<file path="src/rtl/sift_pkg.sv">
// Shared types and constants for the SIFT gradient pipeline: FSM states,
// read-order tags and the pixel BRAM read latency.
package sift_pkg;

    typedef enum logic [2:0] {
        IDLE  = 3'd0,
        READ  = 3'd1,
        WAIT  = 3'd2,
        WRITE = 3'd3,
        DONE  = 3'd4
    } grad_state_t;

    // Order in which the four neighbour reads of one pixel are issued.
    typedef enum logic [1:0] {
        TAG_L = 2'd0,
        TAG_R = 2'd1,
        TAG_U = 2'd2,
        TAG_D = 2'd3
    } read_tag_t;

    localparam int BRAM_RD_LAT = 2;

    function automatic int addr_width(input int n);
        if (n > 1) begin
            return $clog2(n);
        end else begin
            return 1;
        end
    endfunction

endpackage

</file>
<file path="src/rtl/neighbor_addr.sv">
// Clamped left/right/up/down neighbour addresses for pixel (x, y); a border
// pixel substitutes its own coordinate for the missing neighbour.
module neighbor_addr
    import sift_pkg::*;
#(
    parameter int WIDTH  = 3,
    parameter int HEIGHT = 3,
    parameter int ADDR_W = addr_width(WIDTH * HEIGHT)
) (
    input  logic [ADDR_W-1:0] x,
    input  logic [ADDR_W-1:0] y,
    output logic [ADDR_W-1:0] left_addr,
    output logic [ADDR_W-1:0] right_addr,
    output logic [ADDR_W-1:0] up_addr,
    output logic [ADDR_W-1:0] down_addr
);

    localparam logic [ADDR_W-1:0] A_ONE = ADDR_W'(1);
    localparam logic [ADDR_W-1:0] A_W   = ADDR_W'(WIDTH);
    localparam logic [ADDR_W-1:0] X_MAX = ADDR_W'(WIDTH - 1);
    localparam logic [ADDR_W-1:0] Y_MAX = ADDR_W'(HEIGHT - 1);

    logic [ADDR_W-1:0] xl_s;
    logic [ADDR_W-1:0] xr_s;
    logic [ADDR_W-1:0] yu_s;
    logic [ADDR_W-1:0] yd_s;
    logic [ADDR_W-1:0] row_s;

    // Clamp each neighbour coordinate, then flatten to raster addresses.
    always_comb begin
        xl_s = (x == '0)    ? x : x - A_ONE;
        xr_s = (x == X_MAX) ? x : x + A_ONE;
        yu_s = (y == '0)    ? y : y - A_ONE;
        yd_s = (y == Y_MAX) ? y : y + A_ONE;
        row_s      = y * A_W;
        left_addr  = row_s + xl_s;
        right_addr = row_s + xr_s;
        up_addr    = yu_s * A_W + x;
        down_addr  = yd_s * A_W + x;
    end

endmodule

</file>
<file path="src/rtl/gradient_builder.sv">
// Raster pass over a pixel BRAM producing halved central-difference x/y
// gradients, one pixel every 7 cycles, written to two gradient BRAMs.
module gradient_builder
    import sift_pkg::*;
#(
    parameter  int WIDTH     = 3,
    parameter  int HEIGHT    = 3,
    parameter  int BIT_DEPTH = 8,
    localparam int ADDR_W    = addr_width(WIDTH * HEIGHT)
) (
    input  logic                 clk_in,
    input  logic                 rst_in,
    input  logic                 start_in,
    output logic [ADDR_W-1:0]    img_read_addr,
    output logic                 img_read_valid,
    input  logic [BIT_DEPTH-1:0] img_pixel_in,
    output logic [ADDR_W-1:0]    grad_write_addr,
    output logic                 grad_write_valid,
    output logic [BIT_DEPTH-1:0] x_grad_out,
    output logic [BIT_DEPTH-1:0] y_grad_out,
    output logic                 busy_out,
    output logic                 done_out
);

    localparam logic [ADDR_W-1:0] A_ONE  = ADDR_W'(1);
    localparam logic [ADDR_W-1:0] X_MAX  = ADDR_W'(WIDTH - 1);
    localparam logic [ADDR_W-1:0] N_LAST = ADDR_W'(WIDTH * HEIGHT - 1);

    grad_state_t        state_r;
    logic [1:0]         sub_r;
    logic [ADDR_W-1:0]  x_r;
    logic [ADDR_W-1:0]  y_r;
    logic [ADDR_W-1:0]  pix_r;
    logic [ADDR_W-1:0]  nx_s;
    logic [ADDR_W-1:0]  ny_s;
    logic [ADDR_W-1:0]  left_s;
    logic [ADDR_W-1:0]  right_s;
    logic [ADDR_W-1:0]  up_s;
    logic [ADDR_W-1:0]  down_s;
    read_tag_t          next_tag_s;
    logic [ADDR_W-1:0]  issue_addr_s;
    logic               issue_v_r;
    read_tag_t          issue_tag_r;
    logic [BRAM_RD_LAT-1:0] pipe_v_r;
    read_tag_t          pipe_tag_r [BRAM_RD_LAT];
    logic               cap_v_s;
    read_tag_t          cap_tag_s;
    logic [BIT_DEPTH-1:0] l_r;
    logic [BIT_DEPTH-1:0] r_r;
    logic [BIT_DEPTH-1:0] u_r;
    logic [BIT_DEPTH-1:0] d_r;
    logic [BIT_DEPTH-1:0] d_cur_s;
    logic [BIT_DEPTH-1:0] x_grad_s;
    logic [BIT_DEPTH-1:0] y_grad_s;

    // (b - a) >>> 1 on a one-bit-wider signed value; the result always fits BIT_DEPTH.
    function automatic logic [BIT_DEPTH-1:0] half_diff(input logic [BIT_DEPTH-1:0] a,
                                                       input logic [BIT_DEPTH-1:0] b);
        logic signed [BIT_DEPTH:0] diff;
        diff = $signed({1'b0, b}) - $signed({1'b0, a});
        diff = diff >>> 1;
        return diff[BIT_DEPTH-1:0];
    endfunction

    // Coordinates of the pixel whose reads are issued at the coming edge.
    always_comb begin
        nx_s = x_r;
        ny_s = y_r;
        case (state_r)
            IDLE: begin
                nx_s = '0;
                ny_s = '0;
            end
            WRITE: begin
                if (x_r == X_MAX) begin
                    nx_s = '0;
                    ny_s = y_r + A_ONE;
                end else begin
                    nx_s = x_r + A_ONE;
                    ny_s = y_r;
                end
            end
            default: begin
                nx_s = x_r;
                ny_s = y_r;
            end
        endcase
    end

    neighbor_addr #(
        .WIDTH  (WIDTH),
        .HEIGHT (HEIGHT),
        .ADDR_W (ADDR_W)
    ) u_neighbor_addr (
        .x          (nx_s),
        .y          (ny_s),
        .left_addr  (left_s),
        .right_addr (right_s),
        .up_addr    (up_s),
        .down_addr  (down_s)
    );

    // Select which neighbour address the next issued read targets.
    always_comb begin
        if (state_r == READ) begin
            next_tag_s = read_tag_t'(sub_r + 2'd1);
        end else begin
            next_tag_s = TAG_L;
        end
        case (next_tag_s)
            TAG_L:   issue_addr_s = left_s;
            TAG_R:   issue_addr_s = right_s;
            TAG_U:   issue_addr_s = up_s;
            TAG_D:   issue_addr_s = down_s;
            default: issue_addr_s = left_s;
        endcase
    end

    // Capture side: the tag at the end of the latency pipe says which register the word fills.
    always_comb begin
        cap_v_s   = pipe_v_r[BRAM_RD_LAT-1];
        cap_tag_s = pipe_tag_r[BRAM_RD_LAT-1];
        if (cap_v_s && (cap_tag_s == TAG_D)) begin
            d_cur_s = img_pixel_in;
        end else begin
            d_cur_s = d_r;
        end
        x_grad_s = half_diff(l_r, r_r);
        y_grad_s = half_diff(u_r, d_cur_s);
    end

    // Main FSM with registered outputs; reads, writes and done are one-cycle strobes.
    always_ff @(posedge clk_in) begin
        if (rst_in) begin
            state_r          <= IDLE;
            sub_r            <= 2'd0;
            x_r              <= '0;
            y_r              <= '0;
            pix_r            <= '0;
            img_read_addr    <= '0;
            img_read_valid   <= 1'b0;
            issue_v_r        <= 1'b0;
            issue_tag_r      <= TAG_L;
            grad_write_addr  <= '0;
            grad_write_valid <= 1'b0;
            x_grad_out       <= '0;
            y_grad_out       <= '0;
            busy_out         <= 1'b0;
            done_out         <= 1'b0;
        end else begin
            img_read_valid   <= 1'b0;
            issue_v_r        <= 1'b0;
            grad_write_valid <= 1'b0;
            done_out         <= 1'b0;
            case (state_r)
                IDLE: begin
                    if (start_in) begin
                        state_r        <= READ;
                        sub_r          <= 2'd0;
                        x_r            <= nx_s;
                        y_r            <= ny_s;
                        pix_r          <= '0;
                        busy_out       <= 1'b1;
                        img_read_valid <= 1'b1;
                        img_read_addr  <= issue_addr_s;
                        issue_v_r      <= 1'b1;
                        issue_tag_r    <= next_tag_s;
                    end
                end
                READ: begin
                    if (sub_r == 2'd3) begin
                        state_r <= WAIT;
                        sub_r   <= 2'd0;
                    end else begin
                        sub_r          <= sub_r + 2'd1;
                        img_read_valid <= 1'b1;
                        img_read_addr  <= issue_addr_s;
                        issue_v_r      <= 1'b1;
                        issue_tag_r    <= next_tag_s;
                    end
                end
                WAIT: begin
                    if (sub_r == 2'd1) begin
                        state_r          <= WRITE;
                        sub_r            <= 2'd0;
                        grad_write_valid <= 1'b1;
                        grad_write_addr  <= pix_r;
                        x_grad_out       <= x_grad_s;
                        y_grad_out       <= y_grad_s;
                    end else begin
                        sub_r <= sub_r + 2'd1;
                    end
                end
                WRITE: begin
                    if (pix_r == N_LAST) begin
                        state_r  <= DONE;
                        busy_out <= 1'b0;
                        done_out <= 1'b1;
                    end else begin
                        state_r        <= READ;
                        sub_r          <= 2'd0;
                        x_r            <= nx_s;
                        y_r            <= ny_s;
                        pix_r          <= pix_r + A_ONE;
                        img_read_valid <= 1'b1;
                        img_read_addr  <= issue_addr_s;
                        issue_v_r      <= 1'b1;
                        issue_tag_r    <= next_tag_s;
                    end
                end
                DONE: begin
                    state_r <= IDLE;
                end
                default: begin
                    state_r <= IDLE;
                end
            endcase
        end
    end

    // Delay each read's tag by the BRAM latency so it lines up with its data word.
    always_ff @(posedge clk_in) begin
        if (rst_in) begin
            for (int i = 0; i < BRAM_RD_LAT; i++) begin
                pipe_v_r[i]   <= 1'b0;
                pipe_tag_r[i] <= TAG_L;
            end
        end else begin
            pipe_v_r[0]   <= issue_v_r;
            pipe_tag_r[0] <= issue_tag_r;
            for (int i = 1; i < BRAM_RD_LAT; i++) begin
                pipe_v_r[i]   <= pipe_v_r[i-1];
                pipe_tag_r[i] <= pipe_tag_r[i-1];
            end
        end
    end

    // Neighbour capture registers.
    always_ff @(posedge clk_in) begin
        if (rst_in) begin
            l_r <= '0;
            r_r <= '0;
            u_r <= '0;
            d_r <= '0;
        end else if (cap_v_s) begin
            case (cap_tag_s)
                TAG_L:   l_r <= img_pixel_in;
                TAG_R:   r_r <= img_pixel_in;
                TAG_U:   u_r <= img_pixel_in;
                TAG_D:   d_r <= img_pixel_in;
                default: l_r <= l_r;
            endcase
        end
    end

endmodule

</file>
<file path="config.mk">
export PLATFORM = sky130hd
export DESIGN_NAME = gradient_builder
export DESIGN_NICKNAME = d
export VERILOG_FILES = /design/src/rtl/sift_pkg.sv /design/src/rtl/neighbor_addr.sv /design/src/rtl/gradient_builder.sv
export SDC_FILE = /design/constraint.sdc
export NUM_CORES = 1
export LEC_CHECK = 0
export ABC_AREA = 1
export CORE_MARGIN = 2
export CORE_UTILIZATION = 40
export CTS_CLUSTER_SIZE = 24
export DETAILED_ROUTE_END_ITERATION = 12
export PLACE_DENSITY = 0.65
export SETUP_SLACK_MARGIN = 0.2
export SYNTH_ARGS = -nofsm -noshare
export SYNTH_HDL_FRONTEND = slang
export SYNTH_SLANG_ARGS = --single-unit
</file>
<file path="constraint.sdc">
create_clock -name clk_in -period 6.5 [get_ports clk_in]
set_input_delay 1.3 -clock clk_in [delete_from_list [all_inputs] [get_ports clk_in]]
set_output_delay 1.3 -clock clk_in [all_outputs]
set_load 0.02 [all_outputs]
</file>
# Yosys cells after proc, flatten, opt, wreduce, memory -nomap -nowiden

Memory sizes are Yosys's and may differ from the RTL's.
Cells that the tools add are included.

RAM bits: 4
Bits in registers: 81
Logic and storage cells: 135
Bits of input ports: 11
Memories: 1
Output and inout port bits: 28

Multiply operators: 3
$add $sub $neg: 14
Mux-type cells: 52
Bitwise operators: 4
Reduce and logical (&&, ||, !) cells: 21
Eq/ne operators: 21

Memories:

| memory     | depth | width | read ports | clocked after memory_dff | wr ports | line                   | text |
|---|---|---|---|---|---|---|---|
| pipe_tag_r | 2     | 2     | 2          | 0                        | 2        | gradient_builder.sv:45 | `read_tag_t pipe_tag_r [BRAM_RD_LAT];` |

Operator list:

| cell                | count |
|---|---|
| $mux 4              | 15 |
| $pmux 4 s2          | 5 |
| $add 4x1->4 const B | 5 |
| $mux 2              | 10 |
| $sub 8x8->9         | 2 |
| $add 4x4->4         | 4 |
| $pmux 4 s4          | 1 |
| $eq 4x2->1 const B  | 3 |
| $mul 4x2->4 const B | 3 |
| $mux 3              | 4 |
| $pmux 3 s4          | 1 |
| $pmux 4 s3          | 1 |
| $reduce_and 3->1    | 4 |
| $eq 2x2->1 const B  | 5 |
| $mux 1              | 10 |
| $ne 2x2->1 const B  | 5 |
| $reduce_and 2->1    | 5 |
| $logic_not 4->1     | 2 |
| $mux 8              | 1 |
| $pmux 2 s4          | 1 |
| $sub 4x1->4 const B | 2 |
| $eq 2x1->1 const B  | 3 |
| $eq 3x2->1 const B  | 2 |
| $pmux 2 s3          | 1 |
| other kinds (16)    | 20 |

# Longest topological paths before layout

Depth in word-level cells: 10
Mapped depth: 30
Depth with buffers taken out: 30

# Cells and area by module

From an unflattened synthesis, not the netlist that was laid out.

Cells, all modules: 709
Area, all modules: 5237.5 um2

By module, submodules not included:

| module           | instances | cells an instance | sequential area each (um2) | area each (um2) |
|---|---|---|---|---|
| gradient_builder | 1         | 557               | 1701.6                     | 4210.3 |
| neighbor_addr    | 1         | 152               | 0.0                        | 1027.2 |

# Worst setup path before layout

No wires, ideal clock.

Path type: reg2reg
Start: register x_r[0]
End: register img_read_addr[3]
Cell stages (with the launch flop): 26
Slack: 2828 ps
Data arrival time: 3554 ps
Period minus slack after synthesis: 3672 ps
Path buffers: 0
Required time: 6383 ps
Library setup time: 117 ps
Path through: dfxtp_1 inv_1 ha_1 nand3_2 o21bai_1 nand2_1 inv_1 ha_1 nand2_1 o21ai_0 fa_1 ha_1 inv_1 fa_1 xnor2_1 inv_1 nand2_1 nand2_1 nand2_1 nand2_1 inv_1 nand2_1 nand3_1 nand2_1 nor2_1 nor2_1

Cells in the longest elaborated chain, start to end: 10
Elaborated cells on any way between the ends: 30
Classes of those cells: 9 x add/sub; 3 x mul; 3 x eq/ne; 13 x mux; 2 x reduce/logical

Ends and longest elaborated chain:

| element                                   | line                                                                      | text |
|---|---|---|
| start: declaration                        | gradient_builder.sv:31                                                    | `logic [ADDR_W-1:0] x_r;` |
| start signal: assignment                  | gradient_builder.sv:160                                                   | `x_r <= nx_s;` |
| start signal: assignment                  | gradient_builder.sv:202                                                   | `x_r <= nx_s;` |
| $eq 4x2->1 *                              | gradient_builder.sv:75                                                    | `if (x_r == X_MAX) begin` |
| $mux 4 *                                  | gradient_builder.sv:75                                                    |  |
| $pmux 4 s2 *                              | gradient_builder.sv:69                                                    | `case (state_r)` |
| net ny_s[1]                               | gradient_builder.sv:35                                                    | `logic [ADDR_W-1:0] ny_s;` |
| $add 4x1->4, or another cell as far along | neighbor_addr.sv:34                                                       | `yd_s = (y == Y_MAX) ? y : y + A_ONE;` |
| $mux 4 (on tied branches)                 | neighbor_addr.sv:34, neighbor_addr.sv:33                                  |  |
| $mul 4x2->4 (on tied branches)            | neighbor_addr.sv:39, neighbor_addr.sv:38                                  |  |
| $add 4x4->4 (on tied branches)            | neighbor_addr.sv:39, neighbor_addr.sv:38                                  |  |
| $pmux 4 s4 *                              | gradient_builder.sv:110                                                   | `case (next_tag_s)` |
| $mux 4 (on tied branches)                 | gradient_builder.sv:195, gradient_builder.sv:157, gradient_builder.sv:171 |  |
| $pmux 4 s3 *                              | gradient_builder.sv:155                                                   | `case (state_r)` |
| end signal: assignment                    | gradient_builder.sv:165                                                   | `img_read_addr <= issue_addr_s;` |
| end signal: assignment                    | gradient_builder.sv:177                                                   | `img_read_addr <= issue_addr_s;` |
| end signal: assignment                    | gradient_builder.sv:206                                                   | `img_read_addr <= issue_addr_s;` |
| end: declaration                          | gradient_builder.sv:14                                                    | `output logic [ADDR_W-1:0] img_read_addr,` |

The timed path passes the listed nets; every way through them passes the cells marked *. The select of a mux whose other input is x is not followed.
A chain may end at the register's enable or synchronous reset.

# Final worst setup path

Start: register x_r[1]
End: register img_read_addr[3]

The elaborated chain is that of the path after synthesis.

==> metrics.yaml <==
clock_tree:
  numCtsBuffers: 9
  tritoncts: "yes"
  clock-root-buffer: "clkbuf_16"
  clkSinkCount: 85
  cts_resized: 0
  cts-hold-fix-buffers: 0
  cts_setup_buffers: 0
  cts_max_level: 3
  worst_skew_pair.late_latency_ns: 0.34
  clkTransAtPathRegs_ns: 0.07
  clockBufferDepth: 2
yosys:
  syn-num-nets: 761
  synthesis.instances: 699
  synthDistinctLibCells: 39
  ys_seq_elements: 85
  synthArstFlopShare_pct: 0
  ys_seq_area_share_pct: 33.7
  synth.cell_area_um2: 5040
  ys_warn_count: 0
  syn_avg_cell_area_um2: 7.21
  yosys.area.top_type: "dfxtp_1"
  ys.flop_type: "dfxtp_1"
  synth_area_leaders: "dfxtp_1 34%, ha_1 10%, inv_1 8.9%"
  synth_edf_count: 0
  synth_top_area_share_pct: 33.7
global_route:
  antenna_found_initial: 0
  grt_pass1_wl_um: 20300
  grt_pass1_vias: 4393
  grt.total_usage_pct: 18.6
  grt_max_degree: 38
  overflow: 0
timing:
  slew_violations: 0
  period_share_pct: 63.1
  fmax_mhz: 244
  setup_tns_ns: 0
  setup_viol: 0
  relSlewSlack_pct: 39.4
  tightest_slew_ns: 0.906
  hold_viol: 0
  hold_ws_ns: 0.410
  period_minus_slack_ns: 4.10
  finalClockSkew_ns: 0.0110
  rsz0062_at_grt: "false"
finish:
  seqCellArea_um2: 1700
  multi_input_area_um2: 2800
  diodes: 0
  finalNonFillerCells: 909
  final_common_cell: "inv_1"
  most-common-layout-cells: "120 x inv_1, 100 x nand2_1, 85 x dfxtp_1, 70 x a21oi_1, 66 x o21ai_0"
  drive_above_1_share_pct: 6.38
  fin_nets: 794
  final_core_utilization_pct: 47.5
  areaGrowthSynthToFinish_pct: 17.4
  nFillCells: 1219
worst_setup_path:
  worst_ep_arrival_time_ns: 4.33
  cp_max_fo: 9
  rrSetupSlack_ns: 2.40
  worst_setup_path_startpoint: "x_r[1]"
  r2r-end: "img_read_addr[3]"
  crit_required_ns: 6.73
  critPathLaunchType: "flop"
  critPathKind: "reg2reg"
  critical_path.endpoint: "img_read_addr[3]"
  end_kind: "flop"
  reg2reg_from: "x_r[1]"
  r2r_cells: 27
power_and_ir_drop:
  power.density_nw_per_um2: 370
  leakage_nw: 2.72
  irDropWorstVdd_mv: 0.142
drt:
  wl_per_cell_um: 12.9
  ant_nets: 0
  vias: 4467
  finalWirelength_um: 11800
  drc: 0
  drt_pass1_iterations: 5
  met1_length_um: 5810
  met2WireLength_um: 5240
  dr.max_layer_used: "met4"
  drtIter0Drc: 189
  vias_per_cell: 4.91
  wl_met3_um: 567
placed_design:
  gp_congestion: 0.841
  port_buffers: 38
  hpwl_um: 8620
  dp.cells: 893
floorplan:
  die-area_um2: 13500
  die_y_um: 116
  rows: 41
  die_x_um: 116
  initial_core_util_pct: 40.4
  core_um2: 12500
  ios: 39
worst_hold_path:
  hp-class: "reg2reg"
run_status:
  status: "finished, final reports clean"
job:
  drv_cap: 0
-- worst max-delay path, cell delays in order, from the launching register on --
cell and delay, ns:
dfxtp_1 0.42, ha_1 0.20, nand3_2 0.21, nand2_1 0.11, nand3_1 0.07, nand2_1 0.27, inv_1 0.16, ha_1 0.23
nand2_1 0.10, inv_1 0.09, nor2_1 0.13, nand3_1 0.09, nand2_1 0.09, inv_1 0.07, fa_1 0.47, fa_1 0.44
xnor2_1 0.18, inv_1 0.05, nand2_1 0.08, nand2_1 0.05, nand2_1 0.06, nand2_1 0.06, inv_1 0.05, nand2_1 0.05
nand3_1 0.06, nand2_1 0.06, nor2_1 0.10, nor2_1 0.04
-- sequential cells by signal (all words and copies together) (netlist names), 2 cells and up --
name,cells
x_r,4
sub_r,2
y_grad_out,8
x_grad_out,8
l_r,8
img_read_addr,4
pipe_tag_r,4
grad_write_addr,4
state_r,3
pix_r,4
pipe_v_r,2
u_r,8
r_r,8
d_r,8
issue_tag_r,2
y_r,4
-- per-stage QoR --
stage | total power [mW] | worst slack, ns | area (µm²)
floorplan | 1.37 | 2.83 | 5040
global placement | 1.61 | 2.60 | 5590
detailed placement | 1.63 | 2.42 | 5590
CTS | 2.21 | 2.40 | 5920
global route | 2.38 | 1.91 | 5920
finish | 2.19 | 2.40 | 5920
-- cell type report --
class | count | area share (%)
flip-flops and latches | 85 | 28.7
well taps | 172 | 3.64
repair buffers | 42 | 6.93
clock inverters | 7 | 1.75
inverters | 124 | 7.86
clock buffers | 9 | 3.80
multi-input cells | 470 | 47.3
-- cells by family (layout without fill, tap and decap cells) --
group,Yosys count,in the layout,synth area share (%)
AO/OA/AOI/OAI,164,164,17.8
XOR/XNOR,16,16,2.78
adder cells (fa/ha/maj),51,51,14.0
buffers and inverters,144,182,10.8
flip-flops,85,85,33.7
AND/OR/NAND/NOR,239,239,20.9
-- how the worst min path moves through the flow --
| stage | start | depth (start not counted) | slack, ns | end |
|---|---|---|---|---|
| finish | pipe_v_r[0] | 2 | 0.41 | pipe_v_r[1] |
| global route | pipe_v_r[0] | 2 | 0.43 | pipe_v_r[1] |
| CTS | pipe_tag_r[0][0] | 2 | 0.41 | pipe_tag_r[0][2] |
| detailed placement | pipe_tag_r[0][1] | 2 | 0.40 | pipe_tag_r[0][3] |
| global placement | pipe_tag_r[0][0] | 2 | 0.40 | pipe_tag_r[0][2] |
| floorplan | pipe_tag_r[0][0] | 2 | 0.39 | pipe_tag_r[0][2] |
-- routing by layer --
metal  up-vias  GRT usage (%)
met1      2040           25.2
met4         0           5.56
met5         -              0
met2        94           29.7
met3        10           4.26
li1       2323              -
-- cells in the mapped netlist (2+ instances only) --
cell,instances
inv_1,120
nand2_1,100
dfxtp_1,85
a21oi_1,70
o21ai_0,66
nor2_1,61
nand3_1,45
ha_1,42
clkbuf_1,15
xor2_1,12
a211oi_1,10
fa_1,9
or2_2,9
nor3_1,6
nand2_2,5
nand4_1,4
xnor2_1,4
a31oi_1,3
buf_1,3
inv_2,3
a21oi_2,2
a221oi_1,2
buf_2,2
nand3b_1,2
nor2_2,2
nor2_4,2
o21ai_2,2
o21bai_1,2
-- power breakdown --
part | switching [mW] | total (mW) | internal (mW) | leakage [nW]
clock | 0.228 | 0.570 | 0.342 | 0.155
sequential | 0.0631 | 0.658 | 0.595 | 0.690
combinational | 0.610 | 0.962 | 0.352 | 1.88
total | 0.901 | 2.19 | 1.29 | 2.72
(Power assumes the default switching activity.)
